===== config.mk =====
export PLATFORM = sky130hd
export DESIGN_NAME = dcls_compare
export DESIGN_NICKNAME = d
export VERILOG_FILES = /design/src/rtl/dcls_pkg.sv /design/src/rtl/dcls_delay_line.sv /design/src/rtl/dcls_compare.sv
export SDC_FILE = /design/constraint.sdc
export NUM_CORES = 1
export LEC_CHECK = 0
export CORE_UTILIZATION = 40
export DETAILED_ROUTE_END_ITERATION = 10
export PLACE_DENSITY = 0.76
export SYNTH_ARGS = -nofsm -noshare
export SYNTH_HDL_FRONTEND = slang
export SYNTH_SLANG_ARGS = --single-unit
export TNS_END_PERCENT = 5

===== constraint.sdc =====
create_clock -name clk_i -period 2.6 [get_ports clk_i]
set_clock_uncertainty 0.2 [all_clocks]
set_input_delay 0.26 -clock clk_i [delete_from_list [all_inputs] [get_ports clk_i]]
set_output_delay 0.26 -clock clk_i [all_outputs]
set_load 0.005 [all_outputs]

===== src/rtl/dcls_pkg.sv =====
// -----------------------------------------------------------------------------
// dcls_pkg -- shared definitions for the dual-core lock-step comparator.
//   CMP_W         : width of the packed core-output bus that is compared.
//   *_W           : widths of the individual core-output fields.
//   dcls_bus_t    : field view of the packed bus, MSB first.
//   dcls_state_e  : comparator state (ARM, CHECK, FAULT).
// -----------------------------------------------------------------------------
package dcls_pkg;

  localparam int MEM_D_ADDR_W    = 32;
  localparam int MEM_D_DATA_WR_W = 32;
  localparam int MEM_D_RD_W      = 1;
  localparam int MEM_D_WR_W      = 4;
  localparam int MEM_I_RD_W      = 1;
  localparam int MEM_I_PC_W      = 32;

  localparam int CMP_W = MEM_D_ADDR_W + MEM_D_DATA_WR_W + MEM_D_RD_W +
                         MEM_D_WR_W + MEM_I_RD_W + MEM_I_PC_W;

  // Declaration order fixes the packing: mem_d_addr occupies the MSBs and
  // mem_i_pc the LSBs, so bit 0 of the bus is the PC LSB.
  typedef struct packed {
    logic [MEM_D_ADDR_W-1:0]    mem_d_addr;
    logic [MEM_D_DATA_WR_W-1:0] mem_d_data_wr;
    logic [MEM_D_RD_W-1:0]      mem_d_rd;
    logic [MEM_D_WR_W-1:0]      mem_d_wr;
    logic [MEM_I_RD_W-1:0]      mem_i_rd;
    logic [MEM_I_PC_W-1:0]      mem_i_pc;
  } dcls_bus_t;

  typedef enum logic [1:0] {
    ST_ARM   = 2'd0,
    ST_CHECK = 2'd1,
    ST_FAULT = 2'd2
  } dcls_state_e;

endpackage


===== src/rtl/dcls_delay_line.sv =====
// -----------------------------------------------------------------------------
// dcls_delay_line -- DEPTH-stage register chain, synchronous active-low reset.
//   clk_i  : clock
//   rst_ni : synchronous active-low reset, clears every stage to zero
//   d_i    : WIDTH-bit input sampled every cycle
//   q_o    : d_i delayed by exactly DEPTH cycles (DEPTH >= 1)
// -----------------------------------------------------------------------------
module dcls_delay_line #(
  parameter int WIDTH = 1,
  parameter int DEPTH = 1
) (
  input  logic             clk_i,
  input  logic             rst_ni,
  input  logic [WIDTH-1:0] d_i,
  output logic [WIDTH-1:0] q_o
);

  logic [WIDTH-1:0] stage_q [DEPTH];

  // NOTE: every stage is reset, unlike a RAM-style array; stale data from
  // before reset must never reach the comparator as a false mismatch.
  always_ff @(posedge clk_i) begin
    if (!rst_ni) begin
      for (int i = 0; i < DEPTH; i++) stage_q[i] <= '0;
    end else begin
      // NOTE: non-blocking assignments make each stage take its neighbour's
      // old value, giving a true shift instead of a single-cycle fall-through.
      stage_q[0] <= d_i;
      for (int i = 1; i < DEPTH; i++) stage_q[i] <= stage_q[i-1];
    end
  end

  assign q_o = stage_q[DEPTH-1];

endmodule


===== src/rtl/dcls_compare.sv =====
// -----------------------------------------------------------------------------
// dcls_compare -- dual-core lock-step output comparator.
// The main-core bus is delayed DCLS_DELAY cycles to line up with the lagging
// shadow core, then compared bitwise every cycle once the pipeline is armed.
//   clk_i        : clock
//   rst_ni       : synchronous active-low reset
//   main_bus_i   : packed main-core outputs (dcls_bus_t layout)
//   shadow_bus_i : packed shadow-core outputs, same layout
//   err_clr_i    : clears the mismatch counter; also leaves FAULT if clean
//   inject_i     : flips the PC LSB of the delayed main bus for one compare
//                  (only with DCLS_FAULT_INJECT_EN defined, else ignored)
//   mismatch_o   : registered per-cycle mismatch flag
//   fault_o      : sticky fault flag (high in FAULT)
//   err_count_o  : saturating count of mismatch cycles
//   armed_o      : high while comparing (CHECK or FAULT)
// Build option: define DCLS_FAULT_INJECT_EN to include fault injection.
// -----------------------------------------------------------------------------
module dcls_compare
  import dcls_pkg::*;
#(
  parameter int DCLS_DELAY = 2,
  parameter int ERR_CNT_W  = 8
) (
  input  logic                 clk_i,
  input  logic                 rst_ni,
  input  logic [CMP_W-1:0]     main_bus_i,
  input  logic [CMP_W-1:0]     shadow_bus_i,
  input  logic                 err_clr_i,
  input  logic                 inject_i,
  output logic                 mismatch_o,
  output logic                 fault_o,
  output logic [ERR_CNT_W-1:0] err_count_o,
  output logic                 armed_o
);

  // The arm counter runs 0..DCLS_DELAY, i.e. DCLS_DELAY+1 cycles in ARM.
  localparam int                 ARM_W    = $clog2(DCLS_DELAY + 1);
  localparam logic [ARM_W-1:0]   ARM_LAST = ARM_W'(DCLS_DELAY);
  localparam logic [ERR_CNT_W-1:0] CNT_MAX = '1;

  dcls_state_e      state_q;
  logic [ARM_W-1:0] arm_cnt_q;
  logic [CMP_W-1:0] main_dly;
  logic [CMP_W-1:0] main_cmp;
  logic             raw_mismatch;

  dcls_delay_line #(
    .WIDTH (CMP_W),
    .DEPTH (DCLS_DELAY)
  ) u_delay_line (
    .clk_i  (clk_i),
    .rst_ni (rst_ni),
    .d_i    (main_bus_i),
    .q_o    (main_dly)
  );

`ifdef DCLS_FAULT_INJECT_EN
  // Bit 0 is the mem_i_pc LSB; flipping it only affects this cycle's compare.
  assign main_cmp = main_dly ^ {{(CMP_W-1){1'b0}}, inject_i};
`else
  logic unused_inject;
  assign unused_inject = inject_i;
  assign main_cmp      = main_dly;
`endif

  // NOTE: a plain continuous assignment cannot infer a latch; any always_comb
  // added here must assign every output on every path.
  assign raw_mismatch = (main_cmp != shadow_bus_i);

  always_ff @(posedge clk_i) begin
    if (!rst_ni) begin
      state_q     <= ST_ARM;
      arm_cnt_q   <= '0;
      mismatch_o  <= 1'b0;
      fault_o     <= 1'b0;
      err_count_o <= '0;
      armed_o     <= 1'b0;
    end else begin
      mismatch_o <= 1'b0;
      case (state_q)
        ST_ARM: begin
          if (err_clr_i) err_count_o <= '0;
          if (arm_cnt_q == ARM_LAST) begin
            state_q <= ST_CHECK;
            armed_o <= 1'b1;
          end else begin
            arm_cnt_q <= arm_cnt_q + 1'b1;
          end
        end

        ST_CHECK, ST_FAULT: begin
          mismatch_o <= raw_mismatch;
          // A mismatch always wins over a concurrent clear.
          if (raw_mismatch) begin
            state_q <= ST_FAULT;
            fault_o <= 1'b1;
          end else if (err_clr_i) begin
            state_q <= ST_CHECK;
            fault_o <= 1'b0;
          end

          if (err_clr_i) begin
            err_count_o <= raw_mismatch ? ERR_CNT_W'(1) : '0;
          end else if (raw_mismatch && (err_count_o != CNT_MAX)) begin
            err_count_o <= err_count_o + 1'b1;
          end
        end

        default: begin
          state_q   <= ST_ARM;
          arm_cnt_q <= '0;
          armed_o   <= 1'b0;
          fault_o   <= 1'b0;
        end
      endcase
    end
  end

endmodule


==> results.cfg <==
[clock_network]
postCtsSetupBuffers = 0
cts.clk_slew.worst_paths_ns = 0.06
cts_hold_buf = 0
clockBufferDepth = 3
cts_buffers = 24
cts_sinks = 219
clock_latency_ns = 0.51
cts-resized-gates = 0
cts_htree_levels = 1
clock-root-buffer = clkbuf_16
cts_tree = yes

[power]
p_sw_share_pct = 22.0
power_frac_comb_pct = 12.3
p_seq_share_pct = 45.0
p_int_mw = 6.27
p_leak_nw = 4.14
clkPwrFrac_pct = 42.7
ir_drop_mv = 0.563
p_total_mw = 8.04
power_switching_mw = 1.76
pwr_density_cell_mw_per_mm2 = 741

[floorplanning]
row_count = 49
die_w_um = 139
io_pins = 219
start_util_pct = 41.5
dieHeight_um = 139
fp.dieArea_mm2 = 0.0194
core_mm2 = 0.0182

[placement]
port_buffers = 217
gp_congestion = 0.804
placed_cell_area_mm2 = 0.0100
dp_hpwl_mm = 10.9
dp_slack_ns = -0.167
dp_cells = 1118

[critical_path]
path_common_cell = nand4_1
critPathSlowestCell = nor4_1
rr_worst_depth = 7
cp_num_cells = 7
rr_endpoint = err_count_o[0]$_SDFFE_PN0P_
rrSetupSlack_ns = 0.32
reg2reg_from = u_delay_line.stage_q[0][154]$_SDFF_PN0_
critical_path.startpoint_type = register
slowest_delay_ns = 0.40
crit_start = u_delay_line.stage_q[0][154]$_SDFF_PN0_
path_max_fanout = 4
worstPathCellList = xnor2_1 -> nand4_1 -> nor4_1 -> buf_4 -> and4_1 -> nand4_1 -> a32o_1
worstSetupEndpointType = register
endpoint = err_count_o[0]$_SDFFE_PN0P_
cp.arrival_ns = 2.47
required_ns = 2.79
path_class = reg -> reg
path_buf_inv = 1
crit_family = simple AND/OR/NAND/NOR gates

[drt]
routed_wl_mm = 15.2
routedWlPerCell_um = 13.0
vias = 5231
drc = 0
dr.first_iter.drc_count = 244
ant_nets = 0
first_pass_iters = 4
vias_per_cell = 4.50

[finish]
final_cell_area_mm2 = 0.0108
antenna_cells = 0
stdcell_count = 1162
drive_gt1_share_pct = 6.54
nets = 1127
synthToLayoutAreaGrowth_pct = 43.6

[synth]
syn_area_mm2 = 0.00755
synth_edf_count = 0
syn-num-nets = 902
yosysSeqAreaShare_pct = 58.1
synth_compound_area_share_pct = 2.90
syn_area_per_cell_um2 = 10.9
muxShareOfSynthArea_pct = 0.133
synthArstFlopShare_pct = 0
synth_top_family_by_area = simple AND/OR/NAND/NOR gates
synthFlopType = dfxtp_1
yosys_warnings = 0
synth.distinct_cells = 42
synth-adder-area-share_pct = 0.663
ys_ff_latch = 219
synthXorXnorAreaFrac_pct = 11.8
yosys.area_share.simple_pct = 24.4
netlist_instances = 690

[min_path]
hold_path_startpoint = rst_ni
hp-class = in -> reg

[sta]
fmax_mhz = 439
finalWorstSetupSlack_ns = 0.320
slew_headroom_pct = 69.7
min_period_ns = 2.28
setup_viol = 0
slew_viol_final = 0
fin_crit_sh_pct = 87.7
finalHoldViolations = 0
worstMarginPinSlew_ns = 0.454
rsz0062_at_grt = no

[global_routing]
grt.overflow.total = 0
grt_max_degree = 151
grt_pass1_wl_mm = 24.4
grt_pass1_vias = 5141
antenna_found_initial = 0
grt_usage_pct = 15.6

[job]
maxCapViolations = 0

[run_status]
status = complete, no violations
[cells by family (layout without fill, tap and decap cells)]
kind of cell	count (synthesis)	after routing
and+or+nand+nor	295	295
DFF	219	219
xor gates and xnor gates	102	102
buffers and inverters	39	282
AOI/OAI and AO/OA	30	30
adders and majority gates	4	4
muxes	1	1
[synthesized netlist by cell type (4+ instances only)]
| cell type | number | area (µm²) |
|---|---|---|
| and2_1 | 208 | 1300 |
| and3_1 | 5 | 31.3 |
| clkbuf_1 | 30 | 113 |
| dfxtp_1 | 219 | 4380 |
| ha_1 | 4 | 50.1 |
| inv_1 | 7 | 26.3 |
| nand2_1 | 4 | 15.0 |
| nand3_1 | 9 | 45.0 |
| nand4_1 | 37 | 231 |
| nand4b_1 | 5 | 43.8 |
| nor2_1 | 9 | 33.8 |
| o21ai_0 | 7 | 35.0 |
| xnor2_1 | 102 | 893 |
[area by class of cell]
cell class / count / area (µm²)
Inverter: 7 / 26.3
Fill cell: 1542 / 7370
Multi-Input combinational cell: 432 / 3020
Tap cell: 229 / 287
Clock buffer: 36 / 756
Timing Repair Buffer: 231 / 2290
Clock inverter: 8 / 87.6
Sequential cell: 219 / 4380
[cells in the final DEF (no fill, tap or decap), types with 4 or more instances in the layout]
cell type	count
dfxtp_1	219
clkdlybuf4s50_1	216
and2_1	208
xnor2_1	102
nand4_1	37
clkbuf_16	24
buf_4	14
clkbuf_8	11
nor2_1	9
nand3_1	9
inv_1	7
o21ai_0	7
and3_1	5
nand4b_1	5
nand2_1	4
ha_1	4
[tightest hold or removal path, cell delays in order]
cell and delay, ns:
buf_4 0.23, o21ai_0 0.13, nor2_1 0.04
[metal layers]
layer,global-route usage [%],wire length [µm]
met1,17.5,6040
met4,4.62,388
met2,26.7,7050
met3,6.92,1670
met5,0,0
[flip-flops by register name (all words and copies together) (netlist names)]
| name | count |
|---|---|
| fault_o | 1 |
| err_count_o | 8 |
| armed_o | 1 |
| arm_cnt_q | 2 |
| mismatch_o | 1 |
| u_delay_line.stage_q | 204 |
| state_q | 2 |
[per-stage QoR]
| step | hold WS, ns | TNS (ns) | utilization (%) |
|---|---|---|---|
| after global routing | 0.0248 | 0 | 59.5 |
| after floorplan | 0.187 | 0 | - |
| final | 0.0157 | 0 | 59.5 |
| after CTS | 0.00232 | 0 | 59.5 |
| after global placement | 0.213 | -0.413 | 54.9 |
| after detailed placement | 0.217 | -0.925 | 54.9 |
[worst min-delay path by stage]
| stage | endpoint | slack, ns | depth (start not counted) |
|---|---|---|---|
| global route | arm_cnt_q[1]$_SDFFE_PN0P_ | 0.02 | 2 |
| CTS | arm_cnt_q[1]$_SDFFE_PN0P_ | 0.002 | 2 |
| global placement | u_delay_line.stage_q[0][155]$_SDFF_PN0_ | 0.21 | 1 |
| finish | armed_o$_SDFFE_PN0P_ | 0.02 | 3 |
| detailed placement | u_delay_line.stage_q[0][189]$_SDFF_PN0_ | 0.22 | 1 |
| floorplan | u_delay_line.stage_q[0][0]$_SDFF_PN0_ | 0.19 | 1 |
[power groups by stage]
stage	clock network, mW	logic [mW]	registers (mW)
2_1_floorplan	0	0.519	3.67
4_1_cts	3.53	1.00	3.62
5_1_grt	3.69	1.09	3.63
6_report	3.43	0.989	3.61
3_3_place_gp	0	0.978	3.68
3_5_place_dp	0	0.996	3.69
(Power assumes the default switching activity.)
